**src/rtl/cmp_arb_pkg.sv**
```systemverilog
// Shared types and the flag-to-result mapping for the compare arbiter.
// Encodes the Beta CMPEQ/CMPLT/CMPLE selection from the Z/V/N flags of a-b.
package cmp_arb_pkg;

  typedef enum logic [1:0] {
    CMPEQ    = 2'b00,
    CMPLT    = 2'b01,
    CMPLE    = 2'b10,
    CMP_RSVD = 2'b11
  } cmp_op_e;

  typedef struct packed {
    logic z;
    logic v;
    logic n;
  } cmp_flags_t;

  // Signed less-than is v^n; equality is excluded from LT and included in LE.
  function automatic logic [31:0] cmp_result(input cmp_op_e op, input cmp_flags_t f);
    logic lt;
    lt = f.v ^ f.n;
    case (op)
      CMPEQ:   return {31'd0, f.z};
      CMPLT:   return {31'd0, lt & ~f.z};
      CMPLE:   return {31'd0, lt | f.z};
      default: return 32'd0;
    endcase
  endfunction

endpackage

```
**src/rtl/cmp_arbiter_rr_arb.sv**
```systemverilog
// Round-robin grant: the first requesting index after ptr, wrapping modulo N.
// grant is gated by en; grant_idx always reports the winning candidate.
module rr_arb #(
  parameter int N  = 2,
  parameter int PW = (N > 1) ? $clog2(N) : 1
) (
  input  logic [N-1:0]  req,
  input  logic          en,
  input  logic [PW-1:0] ptr,
  output logic [N-1:0]  grant,
  output logic [PW-1:0] grant_idx
);

  logic [PW-1:0] idx;
  logic          found;

  always_comb begin
    grant     = '0;
    grant_idx = '0;
    found     = 1'b0;
    idx       = ptr;
    for (int k = 0; k < N; k++) begin
      idx = (idx == PW'(N - 1)) ? '0 : idx + 1'b1;
      if (!found && req[idx]) begin
        found     = 1'b1;
        grant_idx = idx;
      end
    end
    if (en && found) begin
      grant[grant_idx] = 1'b1;
    end
  end

endmodule

```
**src/rtl/cmp_arbiter.sv**
```systemverilog
// Round-robin shared two-stage compare unit with a tagged valid/ready response.
// Defining CMP_ARB_STATS_EN adds per-requester saturating grant counters.
module cmp_arbiter
  import cmp_arb_pkg::*;
#(
  parameter int NREQ = 2,
  parameter int W    = 32,
  parameter int IDW  = (NREQ > 1) ? $clog2(NREQ) : 1
) (
  input  logic              clk,
  input  logic              reset,
  input  logic [NREQ-1:0]   req_valid,
  output logic [NREQ-1:0]   req_ready,
  input  logic [NREQ*W-1:0] req_a,
  input  logic [NREQ*W-1:0] req_b,
  input  logic [NREQ*2-1:0] req_op,
  output logic              rsp_valid,
  input  logic              rsp_ready,
  output logic [31:0]       rsp_y,
  output logic [IDW-1:0]    rsp_id
`ifdef CMP_ARB_STATS_EN
  ,
  output logic [NREQ*16-1:0] grant_cnt
`endif
);

  logic [W-1:0] a_arr  [NREQ];
  logic [W-1:0] b_arr  [NREQ];
  logic [1:0]   op_arr [NREQ];

  genvar gi;
  generate
    for (gi = 0; gi < NREQ; gi++) begin : g_unpack
      assign a_arr[gi]  = req_a[gi*W +: W];
      assign b_arr[gi]  = req_b[gi*W +: W];
      assign op_arr[gi] = req_op[gi*2 +: 2];
    end
  endgenerate

  logic           s1_v_reg;
  logic [W-1:0]   s1_a_reg;
  logic [W-1:0]   s1_b_reg;
  cmp_op_e        s1_op_reg;
  logic [IDW-1:0] s1_id_reg;
  logic           s2_v_reg;
  logic [31:0]    s2_y_reg;
  logic [IDW-1:0] s2_id_reg;
  logic [IDW-1:0] rr_ptr_reg;

  logic           s2_adv;
  logic           s1_adv;
  logic           accept;
  logic [NREQ-1:0] grant;
  logic [IDW-1:0] grant_idx;
  logic           handshake;

  assign s2_adv = !s2_v_reg | rsp_ready;
  assign s1_adv = !s1_v_reg | s2_adv;
  // Holding accept low in reset keeps req_ready quiet while the pipe flushes.
  assign accept = s1_adv & !reset;

  rr_arb #(
    .N  (NREQ),
    .PW (IDW)
  ) u_rr_arb (
    .req       (req_valid),
    .en        (accept),
    .ptr       (rr_ptr_reg),
    .grant     (grant),
    .grant_idx (grant_idx)
  );

  assign req_ready = grant;
  assign handshake = |grant;

  always_ff @(posedge clk) begin
    if (reset) begin
      rr_ptr_reg <= IDW'(NREQ - 1);
      s1_v_reg   <= 1'b0;
    end else if (s1_adv) begin
      s1_v_reg <= handshake;
      if (handshake) begin
        rr_ptr_reg <= grant_idx;
        s1_a_reg   <= a_arr[grant_idx];
        s1_b_reg   <= b_arr[grant_idx];
        s1_op_reg  <= cmp_op_e'(op_arr[grant_idx]);
        s1_id_reg  <= grant_idx;
      end
    end
  end

  logic [W-1:0] diff;
  cmp_flags_t   flags;

  assign diff    = s1_a_reg - s1_b_reg;
  assign flags.z = (diff == '0);
  assign flags.n = diff[W-1];
  assign flags.v = (s1_a_reg[W-1] & ~s1_b_reg[W-1] & ~diff[W-1]) |
                   (~s1_a_reg[W-1] & s1_b_reg[W-1] & diff[W-1]);

  always_ff @(posedge clk) begin
    if (reset) begin
      s2_v_reg  <= 1'b0;
      s2_y_reg  <= '0;
      s2_id_reg <= '0;
    end else if (s2_adv) begin
      s2_v_reg <= s1_v_reg;
      if (s1_v_reg) begin
        s2_y_reg  <= cmp_result(s1_op_reg, flags);
        s2_id_reg <= s1_id_reg;
      end
    end
  end

  assign rsp_valid = s2_v_reg;
  assign rsp_y     = s2_y_reg;
  assign rsp_id    = s2_id_reg;

`ifdef CMP_ARB_STATS_EN
  logic [15:0] cnt_reg [NREQ];

  generate
    for (gi = 0; gi < NREQ; gi++) begin : g_stats
      always_ff @(posedge clk) begin
        if (reset) begin
          cnt_reg[gi] <= '0;
        end else if (grant[gi] && (cnt_reg[gi] != 16'hFFFF)) begin
          cnt_reg[gi] <= cnt_reg[gi] + 16'd1;
        end
      end
      assign grant_cnt[gi*16 +: 16] = cnt_reg[gi];
    end
  endgenerate
`endif

endmodule
```
**config.mk**
```make
export PLATFORM = sky130hd
export DESIGN_NAME = cmp_arbiter
export DESIGN_NICKNAME = d
export VERILOG_FILES = /design/src/rtl/cmp_arb_pkg.sv /design/src/rtl/cmp_arbiter_rr_arb.sv /design/src/rtl/cmp_arbiter.sv
export SDC_FILE = /design/constraint.sdc
export NUM_CORES = 1
export LEC_CHECK = 0
export ABC_AREA = 1
export BUFFER_PORTS_ARGS = -buffer_cell sky130_fd_sc_hd__buf_2
export CAP_MARGIN = 20
export CORE_MARGIN = 5
export CORE_UTILIZATION = 55
export DETAILED_ROUTE_END_ITERATION = 8
export PLACE_DENSITY_LB_ADDON = 0.05
export SYNTH_ARGS = -nofsm -noshare
export SYNTH_HDL_FRONTEND = slang
export SYNTH_SLANG_ARGS = --single-unit
```
**constraint.sdc**
```tcl
create_clock -name clk -period 6.7 [get_ports clk]
set_input_delay 0.335 -clock clk [delete_from_list [all_inputs] [get_ports clk]]
set_output_delay 0.335 -clock clk [all_outputs]
set_load 0.1 [all_outputs]
```
Word-level counts from Yosys, hierarchy flattened

Cells that the tools add are included.
W data, S select, Z words.

$add $sub $neg: 3
Magnitude comparators: 5
Equal/unequal tests: 2
Muxes and demuxes: 23
Bitwise operators: 17
Reduce and logical (&&, ||, !) cells: 13

Operators by type and width:

| kind                  | count |
|---|---|
| $mux W32              | 6 |
| $logic_not A32 Y1     | 1 |
| $sub A32 B32 Y32      | 1 |
| $mux W1               | 11 |
| $mux W2               | 4 |
| $and A1 B1 Y1         | 6 |
| $lt A1 B2 Y1 const B  | 3 |
| $not A1 Y1            | 5 |
| $logic_not A1 Y1      | 4 |
| $or A1 B1 Y1          | 4 |
| $reduce_and A2 Y1     | 2 |
| $logic_and A1 B1 Y1   | 3 |
| $pmux W1 S3           | 1 |
| $reduce_and A3 Y1     | 1 |
| $add A1 B1 Y1 const B | 2 |
| $eq A2 B1 Y1 const B  | 1 |
| $eq A2 B2 Y1 const B  | 1 |
| $ge A2 B2 Y1 const B  | 1 |
| $logic_not A2 Y1      | 1 |
| $not A1 Y2            | 1 |
| $reduce_or A2 Y1      | 1 |
| $demux W1 S1          | 1 |
| $ge A1 B1 Y1 const B  | 1 |
| $xor A1 B1 Y1         | 1 |

Register bits after elaboration: 103
Output and inout port bits: 36
Word-level logic and storage cells: 72

Depth between registers and ports, before layout

Depth after elaboration: 15
Gate-level depth with buffers: 22

Modules after synthesis

A second synthesis with hierarchy kept.

Cells, all modules: 1014
Area total of the unflattened synthesis: 6349.8 sq um

Modules (own cells, without submodules):

| module      | instances | cells each | area an instance (sq um) | seq. area each (sq um) |
|---|---|---|---|---|
| cmp_arbiter | 1         | 1006       | 6313.6                   | 2112.0 |
| rr_arb      | 1         | 8          | 36.3                     | 0.0 |

Worst setup path before layout

No wires, ideal clock.

Path kind: reg2reg
From: register s2_v_reg (netlist: rsp_valid)
To: register s1_a_reg[0], enable pin
Library setup time: 0.421 ns
Arrival time: 2.420 ns
Data required time: 6.279 ns
Setup slack: 3.859 ns
Stages on the path, launching flop included: 4
Buffers on the path: 0
Clock period less this slack: 2.841 ns
Path through: dfxtp_1 nand3_1 o211ai_1 inv_1

Longest elaborated chain between the ends: 8

Ends and longest elaborated chain:

| what                          | line                     | RTL |
|---|---|---|
| start, declared               | cmp_arbiter.sv:45        | `logic s2_v_reg;` |
| start signal, assigned        | cmp_arbiter.sv:107       | `s2_v_reg <= s1_v_reg;` |
| $logic_not A1 Y1 *            | cmp_arbiter.sv:57        | `assign s2_adv = !s2_v_reg \| rsp_ready;` |
| $or A1 B1 Y1 *                | cmp_arbiter.sv:57        |  |
| $or A1 B1 Y1 *                | cmp_arbiter.sv:58        | `assign s1_adv = !s1_v_reg \| s2_adv;` |
| $and A1 B1 Y1                 | cmp_arbiter.sv:60        | `assign accept = s1_adv & !reset;` |
| $logic_and A1 B1 Y1           | cmp_arbiter_rr_arb.sv:29 | `if (en && found) begin` |
| $mux W2                       | cmp_arbiter_rr_arb.sv:29 |  |
| $reduce_or A2 Y1              | cmp_arbiter.sv:74        | `assign handshake = \|grant;` |
| $reduce_and A3 Y1 (no line) * | n/a                      |  |
| end signal, assigned          | cmp_arbiter.sv:84        | `s1_a_reg <= a_arr[grant_idx];` |
| end, declared                 | cmp_arbiter.sv:41        | `logic [W-1:0] s1_a_reg;` |

Every way passes the cells marked *; elsewhere a longest branch is shown, timed or not.
A chain may end at the register's enable or synchronous reset.

Final worst setup path

From: register rr_ptr_reg
To: output port req_ready[0]

Longest elaborated chain between the ends: 13
Elaborated cells on any way between the ends: 21
Those cells by class: 2 x add/sub; 2 x order compare; 13 x mux; 4 x reduce/logical

Ends and longest elaborated chain:

| what                                                                      | line                                               | RTL |
|---|---|---|
| start, declared                                                           | cmp_arbiter.sv:48                                  | `logic [IDW-1:0] rr_ptr_reg;` |
| start signal, assigned                                                    | cmp_arbiter.sv:78                                  | `rr_ptr_reg <= IDW'(NREQ - 1);` |
| start signal, assigned                                                    | cmp_arbiter.sv:83                                  | `rr_ptr_reg <= grant_idx;` |
| $add A1 B1 Y1                                                             | cmp_arbiter_rr_arb.sv:23                           | `idx = (idx == PW'(N - 1)) ? '0 : idx + 1'b1;` |
| $mux W1 *                                                                 | cmp_arbiter_rr_arb.sv:23                           |  |
| $add A1 B1 Y1 / $mux W1 (equally long branches)                           | cmp_arbiter_rr_arb.sv:23, cmp_arbiter_rr_arb.sv:24 |  |
| $mux W1, on equally long branches                                         | cmp_arbiter_rr_arb.sv:23, cmp_arbiter_rr_arb.sv:24 |  |
| $mux W1 (not written as such)                                             | cmp_arbiter_rr_arb.sv:24                           | `if (!found && req[idx]) begin` |
| $mux W1 (not written as such) / $logic_not A1 Y1 (equally long branches)  | cmp_arbiter_rr_arb.sv:24                           |  |
| $logic_and A1 B1 Y1                                                       | cmp_arbiter_rr_arb.sv:24                           |  |
| $mux W1                                                                   | cmp_arbiter_rr_arb.sv:24                           |  |
| $lt A1 B2 Y1 (not written as such) / $ge A1 B1 Y1 (equally long branches) | cmp_arbiter_rr_arb.sv:30                           | `grant[grant_idx] = 1'b1;` |
| $logic_and A1 B1 Y1 (not written as such)                                 | cmp_arbiter_rr_arb.sv:30                           |  |
| $mux W1 (not written as such)                                             | cmp_arbiter_rr_arb.sv:30                           |  |
| $demux W1 S1                                                              | n/a                                                |  |
| $mux W2 *                                                                 | cmp_arbiter_rr_arb.sv:29                           |  |
| end, declared                                                             | cmp_arbiter.sv:13                                  | `output logic [NREQ-1:0] req_ready,` |

Every way passes the cells marked *; elsewhere a longest branch is shown, timed or not. The select of a mux whose other input is x is not followed.

==> impl_metrics.ini <==
[run_status]
status = finished, final reports clean

[layout]
fillers = 1133
nNetsFinal = 1315
syn_to_final_growth_pct = 16.4
final_cell_area_mm2 = 0.00743
n_antenna_cell = 0
fin_cells = 1292
drive_gt1_share_pct = 17.8

[sta]
hold_viol = 0
worst_pin_slew_ns = 0.817
rsz0062_at_grt = no
fin_crit_sh_pct = 39.8
relSlewSlack_pct = 45.6
fmax_mhz = 375
setup_viol = 0
finClkSkew_ns = 0.00492
worst_slack_ns = 4.04
finalSetupTns_ns = 0
fin_crit_ns = 2.66
maxSlewViolCount = 0

[clock_tree]
clock_path_buffers = 2
clk_pin_slew_ns = 0.06
numCtsBuffers = 9
ctsResizeCount = 0
hold_buffers = 0
htreeDepth = 3
cts_tree = built
cts_sinks = 72
cts_setup_buffers = 0
clock_latency_ns = 0.33
cts_root_buffer = clkbuf_16

[power_and_ir_drop]
p_leak_uw = 0.00434
ir_worst_vdd_uv = 166
p_per_area_mw_per_mm2 = 220

[global_route]
busiest_layer = met1
met2_usage_pct = 35.6
grt_pass1_vias = 5599
met1_usage_pct = 35.8
grt_pass1_wl_um = 26500
gr-usage-met3_pct = 3.36
antenna_found_initial = 0
track_usage_pct = 23.5
grt_max_degree = 70
gr-total-overflow = 0

[placement]
gp_congestion = 0.932
place_area_mm2 = 0.00711
numPlacedInstances = 1276
post-place-ws_ns = 4.03
dp_hpwl_um = 13700
numPortBuffers = 141

[route]
ant_nets = 0
routed_wl_um = 16500
first_pass_iters = 5
drc_errors = 0
drtIter0Drc = 479
wl_per_cell_um = 12.7
num_vias = 6115
drt-vias-per-instance = 4.73

[run]
max_cap_violations = 0

[worst_hold_path]
worstHoldPathType = in2reg

[floorplanning]
die_h_um = 118
dieArea_mm2 = 0.0139
start_util_pct = 55.9
pin_count = 173
rows = 39
die_x_um = 118
core-area_mm2 = 0.0114

[synthesis]
synthTopCellsByArea = edfxtp_1 31%, nand2_1 28%, inv_1 10%
yosysTopAreaCellShare_pct = 31.5
netlist_top_cells_count = 470 x nand2_1, 172 x inv_1, 67 x edfxtp_1
syn_inst = 1005
syn_area_mm2 = 0.00639
yosysSeqAreaShare_pct = 33.1
yosysWarningCount = 0
avgSynthCellArea_um2 = 6.36
netlist.top_cell.by_area = edfxtp_1
synth_cell_types = 35
dominantRegCellSynth = edfxtp_1
yosys.cell_count.top_type = nand2_1
synth_edf_count = 67
synth-seq-cells = 72
synthArstFlopShare_pct = 0

[worst_setup_path]
start_kind = register
critPathKind = reg2out
crit_arrival_ns = 2.33
worst-path-max-fanout = 69
end_kind = output port
cp_data_required_time_ns = 6.36
-- where the power goes --
group	total [uW]	switching, uW	internal [uW]
Sequential	546	11.4	534
Combinational	586	411	175
Clock	507	181	326
Total	1640	603	1040
-- per-stage QoR --
stage          hold slack (ns)  utilization (%)  power, uW
6_report                 0.266             65.1       1640
5_1_grt                  0.264             65.1       1750
4_1_cts                  0.255             65.1       1640
3_5_place_dp             0.454             62.3       1130
3_3_place_gp             0.453             62.3       1130
2_1_floorplan            0.397                -       1000
-- metal layers --
metal	vias to the layer above	routed length, um
li1	3275	-
met5	-	0
met2	206	7060
met1	2627	8140
met3	7	1120
met4	0	123
-- worst max-delay path: stages (launching register included) --
cell,delay [ns]
dfxtp_1,0.33
nand2_1,0.06
nand2_2,0.05
buf_4,0.50
inv_2,0.05
buf_4,0.33
nor2_1,0.16
buf_2,0.43
-- cell families (layout without fill, tap and decap cells) --
family	Yosys count	count (layout)	share of synthesized area, %
adders and majority gates	34	34	6.78
buffers and inverters	222	336	15.0
xor gates and xnor gates	4	4	0.549
AOI/OAI and AO/OA	36	36	3.23
other	1	31	0.0587
DFF	72	72	33.1
and+or+nand+nor	636	636	41.3
-- worst paths after layout --
path / from / end / slack [ns] / depth (start not counted)
worst min-delay path: reset / rsp_y[0]$_SDFFE_PP0P_ / 0.27 / 2
worst max-delay path: rr_ptr_reg$_SDFFE_PP1P_ / req_ready[0] / 4.04 / 7
worst max register to register: s1_b_reg[0]$_DFFE_PP_ / rsp_y[0]$_SDFFE_PP0P_ / 4.08 / 17
worst min register to register: rsp_id$_SDFFE_PP0P_ / rsp_id$_SDFFE_PP0P_ / 0.47 / 2
-- cell type report --
type / instances / area, um^2 / share of cell area, %
Multi-Input combinational cell: 741 / 3430 / 46.2
Sequential cell: 72 / 2110 / 28.4
Timing Repair Buffer: 144 / 728 / 9.80
Inverter: 176 / 661 / 8.89
Clock buffer: 9 / 225 / 3.03
Tap cell: 143 / 179 / 2.41
Clock inverter: 7 / 95.1 / 1.28
-- placed cells by master (no fill, tap or decap), types with 15 or more instances in the layout --
master    count
buf_2       141
nand3_1      43
conb_1       31
nand2_2      15
inv_1       171
nor2_1       61
edfxtp_1     67
ha_1         33
nand2_1     469
a21oi_1      26
(Power assumes the default switching activity.)
